--- src/rtl/ss_seq_pkg.sv ---
`default_nettype none
// ============================================================================
//  Module   : ss_seq_pkg
//  Purpose  : Shared types and helpers for the save-state sequencer: FSM state
//             encoding, stream header layout and slave data-width masking.
//  Revision : 1.0 - initial release
// ============================================================================
package ss_seq_pkg;

    localparam logic [15:0] SS_MAGIC = 16'h5353;

    typedef enum logic [3:0] {
        ST_IDLE  = 4'd0,
        ST_QUERY = 4'd1,
        ST_HDR   = 4'd2,
        ST_XFER  = 4'd3,
        ST_CSUM  = 4'd4,
        ST_NEXT  = 4'd5,
        ST_FLUSH = 4'd6,
        ST_DONE  = 4'd7,
        ST_ERR   = 4'd8
    } ss_state_e;

    // Per-slave framing word, most significant field first on the stream
    typedef struct packed {
        logic [15:0] magic;
        logic [7:0]  idx;
        logic [7:0]  width;
        logic [31:0] size;
    } ss_hdr_t;

    function automatic logic [63:0] pack_header(input logic [7:0]  idx,
                                                input logic [7:0]  width,
                                                input logic [31:0] size);
        ss_hdr_t h;
        h.magic = SS_MAGIC;
        h.idx   = idx;
        h.width = width;
        h.size  = size;
        return h;
    endfunction

    function automatic ss_hdr_t unpack_header(input logic [63:0] word);
        return ss_hdr_t'(word);
    endfunction

    // Slave width code selects the data lane size: 0=8b, 1=16b, 2=32b, else 64b
    function automatic logic [63:0] width_mask(input logic [7:0] width);
        case (width)
            8'd0:    return 64'h0000_0000_0000_00FF;
            8'd1:    return 64'h0000_0000_0000_FFFF;
            8'd2:    return 64'h0000_0000_FFFF_FFFF;
            default: return 64'hFFFF_FFFF_FFFF_FFFF;
        endcase
    endfunction

endpackage
`default_nettype wire

--- src/rtl/ss_state_sequencer_fifo.sv ---
`default_nettype none
// ============================================================================
//  Module   : ss_seq_fifo
//  Purpose  : Synchronous FIFO buffering the save stream. A push while full
//             is accepted when a pop happens in the same cycle.
//  Revision : 1.0 - initial release
// ============================================================================
module ss_seq_fifo #(
    parameter int DEPTH = 4,
    parameter int WIDTH = 64
) (
    input  logic             clock,
    input  logic             reset_n,
    input  logic             flush,
    input  logic             push,
    input  logic [WIDTH-1:0] push_data,
    input  logic             pop,
    output logic [WIDTH-1:0] pop_data,
    output logic             empty,
    output logic             full
);

    localparam int AW = $clog2(DEPTH);
    localparam logic [AW:0] C_FULL_COUNT = (AW + 1)'(DEPTH);

    logic [WIDTH-1:0] r_mem [DEPTH];
    logic [AW-1:0]    r_wptr;
    logic [AW-1:0]    r_rptr;
    logic [AW:0]      r_count;
    logic             w_do_push;
    logic             w_do_pop;

    assign empty     = (r_count == '0);
    assign full      = (r_count == C_FULL_COUNT);
    assign w_do_pop  = pop && !empty;
    assign w_do_push = push && (!full || w_do_pop);
    assign pop_data  = r_mem[r_rptr];

    // Storage array; contents need no reset since count gates visibility
    always_ff @(posedge clock) begin
        if (w_do_push) begin
            r_mem[r_wptr] <= push_data;
        end
    end

    // Pointer and occupancy tracking; flush discards everything at once
    always_ff @(posedge clock) begin
        if (!reset_n || flush) begin
            r_wptr  <= '0;
            r_rptr  <= '0;
            r_count <= '0;
        end else begin
            if (w_do_push) begin
                r_wptr <= r_wptr + AW'(1);
            end
            if (w_do_pop) begin
                r_rptr <= r_rptr + AW'(1);
            end
            case ({w_do_push, w_do_pop})
                2'b10:   r_count <= r_count + (AW + 1)'(1);
                2'b01:   r_count <= r_count - (AW + 1)'(1);
                default: r_count <= r_count;
            endcase
        end
    end

endmodule
`default_nettype wire

--- src/rtl/ss_state_sequencer.sv ---
`default_nettype none
// ============================================================================
//  Module   : ss_state_sequencer
//  Purpose  : Save-state master. Save walks every slave index, emitting a
//             header plus the slave's words onto a 64-bit stream; restore
//             consumes the same stream and writes the words back.
//             Optional per-slave checksum trailer: define SS_SEQ_CHECKSUM_EN.
//  Revision : 1.0 - initial release
// ============================================================================
module ss_state_sequencer
    import ss_seq_pkg::*;
#(
    parameter int NUM_SLAVES = 16,
    parameter int TIMEOUT    = 255,
    parameter int FIFO_DEPTH = 4
) (
    input  logic        clock,
    input  logic        reset_n,
    input  logic        start_save,
    input  logic        start_restore,
    output logic        busy,
    output logic        done,
    output logic        error,
    output logic [7:0]  ss_select,
    output logic [31:0] ss_addr,
    output logic [63:0] ss_data,
    output logic        ss_read,
    output logic        ss_write,
    input  logic        ss_ack,
    input  logic [63:0] ss_rdata,
    input  logic [31:0] ss_size,
    input  logic [7:0]  ss_width,
    output logic [63:0] wr_data,
    output logic        wr_valid,
    input  logic        wr_ready,
    input  logic [63:0] rd_data,
    input  logic        rd_valid,
    output logic        rd_ready
);

    localparam int          TW         = $clog2(TIMEOUT + 1);
    localparam logic [TW-1:0] C_TLIM   = TW'(TIMEOUT - 1);
    localparam logic [7:0]  C_LAST_IDX = 8'(NUM_SLAVES - 1);
`ifdef SS_SEQ_CHECKSUM_EN
    localparam ss_state_e   C_AFTER_DATA = ST_CSUM;
`else
    localparam ss_state_e   C_AFTER_DATA = ST_NEXT;
`endif

    ss_state_e     r_state;
    logic          r_restore;
    logic          r_query_phase;
    logic [31:0]   r_size;
    logic [7:0]    r_width;
    logic [TW-1:0] r_timer;

    logic          w_push;
    logic [63:0]   w_push_data;
    logic          w_pop;
    logic          w_full;
    logic          w_empty;
    logic          w_flush;
    logic          w_can_push;
    logic [63:0]   w_mask;
    logic [63:0]   w_rd_masked;
    logic [63:0]   w_hdr_word;
    logic          w_last;
    logic          w_timed_out;
    logic          w_hdr_ok;
    ss_hdr_t       w_rx_hdr;

    assign w_mask      = width_mask(r_width);
    assign w_rd_masked = ss_rdata & w_mask;
    assign w_hdr_word  = pack_header(ss_select, r_width, r_size);
    assign w_last      = (ss_addr == r_size - 32'd1);
    assign w_timed_out = (r_timer == C_TLIM);
    assign w_rx_hdr    = unpack_header(rd_data);
    assign w_hdr_ok    = (w_rx_hdr.magic == SS_MAGIC) && (w_rx_hdr.idx == ss_select) &&
                         (w_rx_hdr.width == r_width) && (w_rx_hdr.size == r_size);

    // Abort discards buffered save data without letting it reach the stream
    assign w_flush    = (r_state == ST_ERR);
    assign wr_valid   = !w_empty && !w_flush;
    assign w_pop      = wr_valid && wr_ready;
    assign w_can_push = !w_full || wr_ready;

`ifdef SS_SEQ_CHECKSUM_EN
    logic [31:0] r_sum;
    logic        w_save_beat;
    logic        w_restore_beat;

    assign w_save_beat    = (r_state == ST_XFER) && !r_restore && ss_read && ss_ack;
    assign w_restore_beat = (r_state == ST_XFER) && r_restore && !ss_write && rd_valid;

    // Running per-slave sum of the low 32 bits of each stream data word
    always_ff @(posedge clock) begin
        if (!reset_n || r_state == ST_QUERY) begin
            r_sum <= '0;
        end else if (w_save_beat) begin
            r_sum <= r_sum + w_rd_masked[31:0];
        end else if (w_restore_beat) begin
            r_sum <= r_sum + rd_data[31:0];
        end
    end
`endif

    // Save-path FIFO push source and restore-stream ready per state
    always_comb begin
        w_push      = 1'b0;
        w_push_data = '0;
        rd_ready    = 1'b0;
        case (r_state)
            ST_HDR: begin
                if (r_restore) begin
                    rd_ready = 1'b1;
                end else begin
                    w_push      = w_can_push;
                    w_push_data = w_hdr_word;
                end
            end
            ST_XFER: begin
                if (r_restore) begin
                    rd_ready = !ss_write;
                end else begin
                    w_push      = ss_read && ss_ack;
                    w_push_data = w_rd_masked;
                end
            end
`ifdef SS_SEQ_CHECKSUM_EN
            ST_CSUM: begin
                if (r_restore) begin
                    rd_ready = 1'b1;
                end else begin
                    w_push      = w_can_push;
                    w_push_data = {32'h0, r_sum};
                end
            end
`endif
            default: begin
                w_push = 1'b0;
            end
        endcase
    end

    ss_seq_fifo #(
        .DEPTH (FIFO_DEPTH),
        .WIDTH (64)
    ) u_fifo (
        .clock     (clock),
        .reset_n   (reset_n),
        .flush     (w_flush),
        .push      (w_push),
        .push_data (w_push_data),
        .pop       (w_pop),
        .pop_data  (wr_data),
        .empty     (w_empty),
        .full      (w_full)
    );

    // Sequencer FSM with registered bus and status outputs
    always_ff @(posedge clock) begin
        if (!reset_n) begin
            r_state       <= ST_IDLE;
            r_restore     <= 1'b0;
            r_query_phase <= 1'b0;
            r_size        <= '0;
            r_width       <= '0;
            r_timer       <= '0;
            ss_select     <= '0;
            ss_addr       <= '0;
            ss_data       <= '0;
            ss_read       <= 1'b0;
            ss_write      <= 1'b0;
            busy          <= 1'b0;
            done          <= 1'b0;
            error         <= 1'b0;
        end else begin
            done <= 1'b0;
            case (r_state)
                ST_IDLE: begin
                    if (start_save || start_restore) begin
                        r_restore     <= !start_save;
                        ss_select     <= '0;
                        r_query_phase <= 1'b0;
                        error         <= 1'b0;
                        busy          <= 1'b1;
                        r_state       <= ST_QUERY;
                    end
                end
                ST_QUERY: begin
                    // First cycle presents the index, second samples its geometry
                    if (!r_query_phase) begin
                        r_query_phase <= 1'b1;
                    end else begin
                        r_query_phase <= 1'b0;
                        r_size        <= ss_size;
                        r_width       <= ss_width;
                        ss_addr       <= '0;
                        r_state       <= (ss_size == 32'd0) ? ST_NEXT : ST_HDR;
                    end
                end
                ST_HDR: begin
                    if (!r_restore) begin
                        if (w_can_push) begin
                            r_state <= ST_XFER;
                        end
                    end else if (rd_valid) begin
                        r_state <= w_hdr_ok ? ST_XFER : ST_ERR;
                    end
                end
                ST_XFER: begin
                    if (!r_restore) begin
                        // One read in flight; only issue with guaranteed FIFO room
                        if (!ss_read) begin
                            if (!w_full) begin
                                ss_read <= 1'b1;
                                r_timer <= '0;
                            end
                        end else if (ss_ack) begin
                            ss_read <= 1'b0;
                            if (w_last) begin
                                r_state <= C_AFTER_DATA;
                            end else begin
                                ss_addr <= ss_addr + 32'd1;
                            end
                        end else if (w_timed_out) begin
                            ss_read <= 1'b0;
                            r_state <= ST_ERR;
                        end else begin
                            r_timer <= r_timer + TW'(1);
                        end
                    end else begin
                        if (!ss_write) begin
                            if (rd_valid) begin
                                ss_data  <= rd_data & w_mask;
                                ss_write <= 1'b1;
                                r_timer  <= '0;
                            end
                        end else if (ss_ack) begin
                            ss_write <= 1'b0;
                            if (w_last) begin
                                r_state <= C_AFTER_DATA;
                            end else begin
                                ss_addr <= ss_addr + 32'd1;
                            end
                        end else if (w_timed_out) begin
                            ss_write <= 1'b0;
                            r_state  <= ST_ERR;
                        end else begin
                            r_timer <= r_timer + TW'(1);
                        end
                    end
                end
`ifdef SS_SEQ_CHECKSUM_EN
                ST_CSUM: begin
                    if (!r_restore) begin
                        if (w_can_push) begin
                            r_state <= ST_NEXT;
                        end
                    end else if (rd_valid) begin
                        r_state <= (rd_data == {32'h0, r_sum}) ? ST_NEXT : ST_ERR;
                    end
                end
`endif
                ST_NEXT: begin
                    if (ss_select == C_LAST_IDX) begin
                        r_state <= ST_FLUSH;
                    end else begin
                        ss_select     <= ss_select + 8'd1;
                        r_query_phase <= 1'b0;
                        r_state       <= ST_QUERY;
                    end
                end
                ST_FLUSH: begin
                    if (r_restore || w_empty) begin
                        r_state <= ST_DONE;
                    end
                end
                ST_DONE: begin
                    done    <= 1'b1;
                    busy    <= 1'b0;
                    r_state <= ST_IDLE;
                end
                ST_ERR: begin
                    ss_read  <= 1'b0;
                    ss_write <= 1'b0;
                    error    <= 1'b1;
                    busy     <= 1'b0;
                    r_state  <= ST_IDLE;
                end
                default: begin
                    r_state <= ST_IDLE;
                end
            endcase
        end
    end

endmodule
`default_nettype wire

--- config.mk ---
export PLATFORM = sky130hd
export DESIGN_NAME = ss_state_sequencer
export DESIGN_NICKNAME = d
export VERILOG_FILES = /design/src/rtl/ss_seq_pkg.sv /design/src/rtl/ss_state_sequencer_fifo.sv /design/src/rtl/ss_state_sequencer.sv
export SDC_FILE = /design/constraint.sdc
export NUM_CORES = 1
export LEC_CHECK = 0
export ABC_AREA = 1
export CAP_MARGIN = 20
export CORE_UTILIZATION = 29
export DETAILED_ROUTE_END_ITERATION = 6
export MAX_ROUTING_LAYER = met4
export PLACE_DENSITY = 0.5
export RECOVER_POWER = 100
export SETUP_SLACK_MARGIN = 0.1
export SLEW_MARGIN = 20
export SYNTH_ARGS = -nofsm -noshare
export SYNTH_HDL_FRONTEND = slang
export SYNTH_SLANG_ARGS = --single-unit
--- constraint.sdc ---
create_clock -name clock -period 5.43 [get_ports clock]
set_input_delay 0.8145 -clock clock [delete_from_list [all_inputs] [get_ports clock]]
set_output_delay 0.8145 -clock clock [all_outputs]
set_load 0.005 [all_outputs]
Yosys cells after proc, flatten, opt, wreduce, memory -nomap -nowiden. Memory sizes are Yosys's and may differ from the RTL's. A register that Yosys moved wholly into a read port is not among the register bits. Index checks and enable logic that the tools add are counted.

Register bits after elaboration: 170. Memories kept: 1. Input port bits: 175. Bits in writable memories: 256.

$add $sub $neg: 8. Bitwise logic cells: 3. Eq/ne operators: 31. Reductions and logical operators: 43. Multiplexer cells: 66.

Memory list: u_fifo.r_mem (words 4, width 64, rd ports 1, clocked after memory_dff 1, wr ports 1, line ss_state_sequencer_fifo.sv:26) `logic [WIDTH-1:0] r_mem [DEPTH];`.

Operators with widths (number): $mux 32 (6); $pmux 64 s3 (1); $and 64x64->64 (2); $pmux 64 s2 (1); $mux 8 (9); $eq 32x32->1 (2); $mux 64 (1); $pmux 32 s2 (1); $mux 63 (1); $mux 4 (13); $add 32x1->32 const B (1); $logic_not 32->1 (1); $sub 32x1->32 const B (1); $pmux 4 s6 (1); $mux 1 (19); $ne 3x3->1 const B (6); $add 8x1->8 const B (2); $eq 16x15->1 const B (1); $eq 8x8->1 (2); $pmux 8 s2 (1); $eq 4x3->1 const B (3); $ne 2x2->1 const B (6); $pmux 1 s2 (6); $reduce_and 2->1 (6); other kinds (30) (58).

Logic depth before layout (Yosys ltp).
Word-level depth: 9. Depth in mapped cells: 20. Depth with buffers taken out: 20.

Modules after synthesis. A second synthesis with hierarchy kept.

Cell total of the unflattened synthesis: 2284. Area total of the unflattened synthesis: 20352.0 um^2.

Modules (own cells, without submodules): ss_state_sequencer (area an instance 10344.9 um^2, cells each 1588, times used 1); ss_seq_fifo (area an instance 10007.1 um^2, cells each 696, times used 1).

Least setup slack after synthesis. Ideal clock, no wire load.

Path type: flip-flop to flip-flop. From: register r_state[2]. To: memory u_fifo.r_mem[0][0], enable pin. Data arrival time: 4127 ps. Setup time: 486 ps. Cell stages (with the launch flop): 11. Path buffers: 0. Slack: 817 ps. Cells stage by stage: dfxtp_1 -> nor2_1 -> inv_1 -> nor2_2 -> inv_2 -> nor2_2 -> inv_2 -> nor2_1 -> a32o_1 -> o21ai_2 -> nor2_1.

Longest elaborated chain between the ends: 9. Elaborated cells between the ends (all ways): 12. Classes of those cells: eq/ne (3); mux (3); reduce/logical (6).

Ends and longest elaborated chain: start, declared (line ss_state_sequencer.sv:50) `ss_state_e r_state;`; start signal, assigned (line ss_state_sequencer.sv:199) `r_state <= (ss_size == 32'd0) ? ST_NEXT : ST_HDR;`; start signal, assigned (line ss_state_sequencer.sv:208) `r_state <= w_hdr_ok ? ST_XFER : ST_ERR;`; $eq 4x4->1 (line ss_state_sequencer.sv:82) `assign w_flush = (r_state == ST_ERR);`; $logic_not 1->1 (line ss_state_sequencer.sv:83) `assign wr_valid = !w_empty && !w_flush;`; $logic_and 1x1->1 (line ss_state_sequencer.sv:83); $logic_and 1x1->1 (line ss_state_sequencer.sv:84) `assign w_pop = wr_valid && wr_ready;`; $logic_and 1x1->1 (line ss_state_sequencer_fifo.sv:35) `assign w_do_pop = pop && !empty;`; $logic_or 1x1->1 (line ss_state_sequencer_fifo.sv:36) `assign w_do_push = push && (!full || w_do_pop);`; $logic_and 1x1->1 (*) (line ss_state_sequencer_fifo.sv:36); $mux 1 (*) (line ss_state_sequencer_fifo.sv:41) `if (w_do_push) begin`; $mux 1 (implied by the code) (*) (line ss_state_sequencer_fifo.sv:42) `r_mem[r_wptr] <= push_data;`; end, declared (line ss_state_sequencer_fifo.sv:26).

Mark *: on every way between the ends. The rest lies on a longest branch, timed or not.

==> results.cfg <==
[run_status]
failed_checks = capacitance limit, slew limit
status = finished, violations left

[routing]
vias_per_cell = 4.978
ant_nets = 0
wl_per_cell_um = 21.88
vias = 17750
drcViolationCount = 0
dr.first_iter.drc_count = 1352
first_pass_iters = 5
postRouteWirelength_um = 78030

[setup_path]
critPathKind = in -> reg
cp_cell_sequence = buf_2 -> clkbuf_1 -> inv_2 -> nor2_1 -> inv_1 -> a21oi_1 -> o21a_1
cp_top_family = buffers and inverters
required_ps = 5960
critPathCaptureType = flop
path_buf_inv = 4
cp_data_arrival_time_ps = 5180
cp_slowest_cell = clkbuf_1
worstSetupStartpointType = input port
cp_max_fo = 70
cpPeakStageDelay_ps = 2200

[synthesis]
synth_cell_type_count = 47
syn_area_per_cell_um2 = 8.860
ys_warn_count = 0
synth_top_family_by_area = simple AND/OR/NAND/NOR gates
ys_seq_area_share_pct = 54.93
dominantRegCellSynth = edfxtp_1
synthMuxAreaShare_pct = 0
synthAdderAreaFrac_pct = 0.7163
synth-simple-area-share_pct = 19.25
async_flop_share_pct = 0
synth-seq-cells = 428
netlist_instances = 2287
synth_edf_count = 256
syn_area_um2 = 20260
synth-compound-area-share_pct = 14.23
synth.net_count = 2473
synth_xor_area_share_pct = 4.495

[timing]
tightest_slew_ps = 3150
max_slew_margin_pct = -110.0
drv_slew = 309
setup_viol = 0
clock.fmax_mhz = 215.1
fin_skew_ps = 35.24
period_minus_slack_ps = 4649
rsz0062_at_grt = no
setup_tns_ps = 0
post-route-period-util_pct = 85.62
holdWs_ps = 458.1
hold_viol = 0

[clocking]
tritoncts = yes
cts_hold_buf = 0
htreeDepth = 2
clock_latency_ps = 620
cts_resized = 0
clk_pin_slew_worst_paths_ps = 60
postCtsSetupBuffers = 0
clockRootBuffer = clkbuf_16
clockBufferDepth = 3
numCtsBuffers = 49
cts.sinks = 428

[placement]
port_buffers = 349
place_congestion = 0.9036
hpwl_um = 57570

[floorplan]
die_x_um = 266.3
die_area_um2 = 70930
start_util_pct = 29.44
fp.coreArea_um2 = 68830
die_y_um = 266.3
rows = 96
io_pins = 350

[final_layout]
layout.nets = 2777
layout-drive-gt1-share_pct = 5.477
area_growth_pct = 28.95

[global_route]
first_global_vias = 17200
grt_max_degree = 81
antenna_found_initial = 9
grt_overflow_total = 0
grt_first_pass_wirelength_um = 112600
grtUsageTotal_pct = 22.07

[power_and_ir_drop]
powerDensity_nw_per_um2 = 402.2
p_total_mw = 10.51
leakagePower_nw = 9.966
ir_drop_v = 0.0002857

[hold_path]
worstHoldPathType = reg -> reg

[job]
maxCapViolCount = 7
## worst register-to-register path: stages, from the launching register on
cell and delay (ps):
dfxtp_1 330, nor2_1 270, nand2_1 220, nor2_1 490
a32o_1 250, o21ai_0 520, nor2_4 830, clkbuf_2 1150
## per-layer routing
metal  vias up  GRT usage, %  part of all wire, %
met4         0         4.660                  1.7
met2       581         35.01                   46
met5         -             -                    0
met3        72         3.771                  6.1
li1       8479             -                    -
met1      8618         29.48                   46
## cells in the mapped netlist, types with 2 or more instances
cell type / count / area (um^2)
a211oi_1: 5 / 37.54
a21oi_1: 122 / 610.6
a22oi_1: 40 / 300.3
buf_1: 9 / 33.78
buf_2: 18 / 90.09
buf_6: 2 / 22.52
buf_8: 3 / 45.04
clkbuf_1: 89 / 334.1
dfxtp_1: 172 / 3443
edfxtp_1: 256 / 7687
ha_1: 10 / 125.1
inv_1: 196 / 735.7
inv_2: 7 / 26.28
nand2_1: 314 / 1179
nand2_2: 6 / 37.54
nand2_4: 4 / 45.04
nand3_1: 98 / 490.5
nand3b_1: 6 / 45.04
nand4_1: 55 / 344.1
nor2_1: 339 / 1272
nor2_2: 12 / 75.07
nor2_4: 6 / 67.56
nor3_1: 35 / 175.2
nor3b_1: 2 / 15.01
nor4_1: 15 / 93.84
o211ai_1: 2 / 15.01
o21a_1: 2 / 15.01
o21ai_0: 241 / 1206
o21ai_2: 2 / 17.52
o21bai_1: 3 / 22.52
o22ai_1: 92 / 575.6
o31ai_1: 2 / 15.01
or2_2: 6 / 37.54
xnor2_1: 56 / 490.5
xor2_1: 48 / 420.4
## cells in the final DEF, fill, tap and decap left out, drive strengths merged, types with 92 or more instances in the layout
cell type,netlist,layout
nor2,357,357
o21ai,244,244
nand2,324,324
inv,203,205
a21oi,122,122
o22ai,92,92
clkdlybuf4s50,0,177
dfxtp,172,172
dlygate4sd3,0,171
edfxtp,256,256
nand3,99,99
## final timing paths
check	start	depth (start not counted)	endpoint	slack, ps
hold reg to reg	error$_SDFFE_PN0P_	2	error$_SDFFE_PN0P_	460
hold / removal	error$_SDFFE_PN0P_	2	error$_SDFFE_PN0P_	460
setup reg to reg	r_state[2]$_SDFFE_PN0P_	7	u_fifo.r_mem[0][18]$_DFFE_PP_	940
setup / recovery	reset_n	7	flop	780
## state kept, by name, summed over array words and instances, names as in the netlist, named ones only
name	count
ss_select	8
r_state	4
ss_addr	32
r_timer	8
busy	1
u_fifo.r_count	3
r_size	32
u_fifo.r_wptr	2
u_fifo.r_mem	256
ss_write	1
ss_data	64
r_width	8
error	1
r_query_phase	1
r_restore	1
ss_read	1
u_fifo.r_rptr	2
done	1
## logic make-up after synthesis
family,Yosys count
and+or+nand+nor,901
AOI/OAI and AO/OA,518
DFF,428
buffers and inverters,325
xor gates and xnor gates,104
adders and majority gates,11
## layout make-up
| class | count | area (um^2) |
|---|---|---|
| Fill cell | 6995 | 42700 |
| Sequential cell | 428 | 11140 |
| Multi-Input combinational cell | 1534 | 7873 |
| Timing Repair Buffer | 374 | 3655 |
| Clock buffer | 59 | 1274 |
| Tap cell | 931 | 1165 |
| Inverter | 204 | 767.0 |
| Clock inverter | 30 | 244.0 |
| Antenna cell | 6 | 15.01 |
## power by group
group	leakage, nW	internal (mW)	total, mW	switching, mW
logic	5.32	1.19	3.47	2.27
registers	3.93	3.72	3.91	0.186
clock network	0.722	1.74	3.13	1.40
total	9.97	6.65	10.5	3.86
## metrics by stage
step           cells  setup slack [ps]  util, %  cell area [um^2]
6_report        3566             780.7    37.96             26130
5_1_grt         3565             486.2    37.96             26130
4_1_cts         3560              1061    38.06             26190
3_5_place_dp    3471              1716    35.85             24670
3_3_place_gp    3471              1769    35.85             24670
2_1_floorplan   2287             816.8        -             20260
Note: power is estimated with default switching activity, not from simulation.
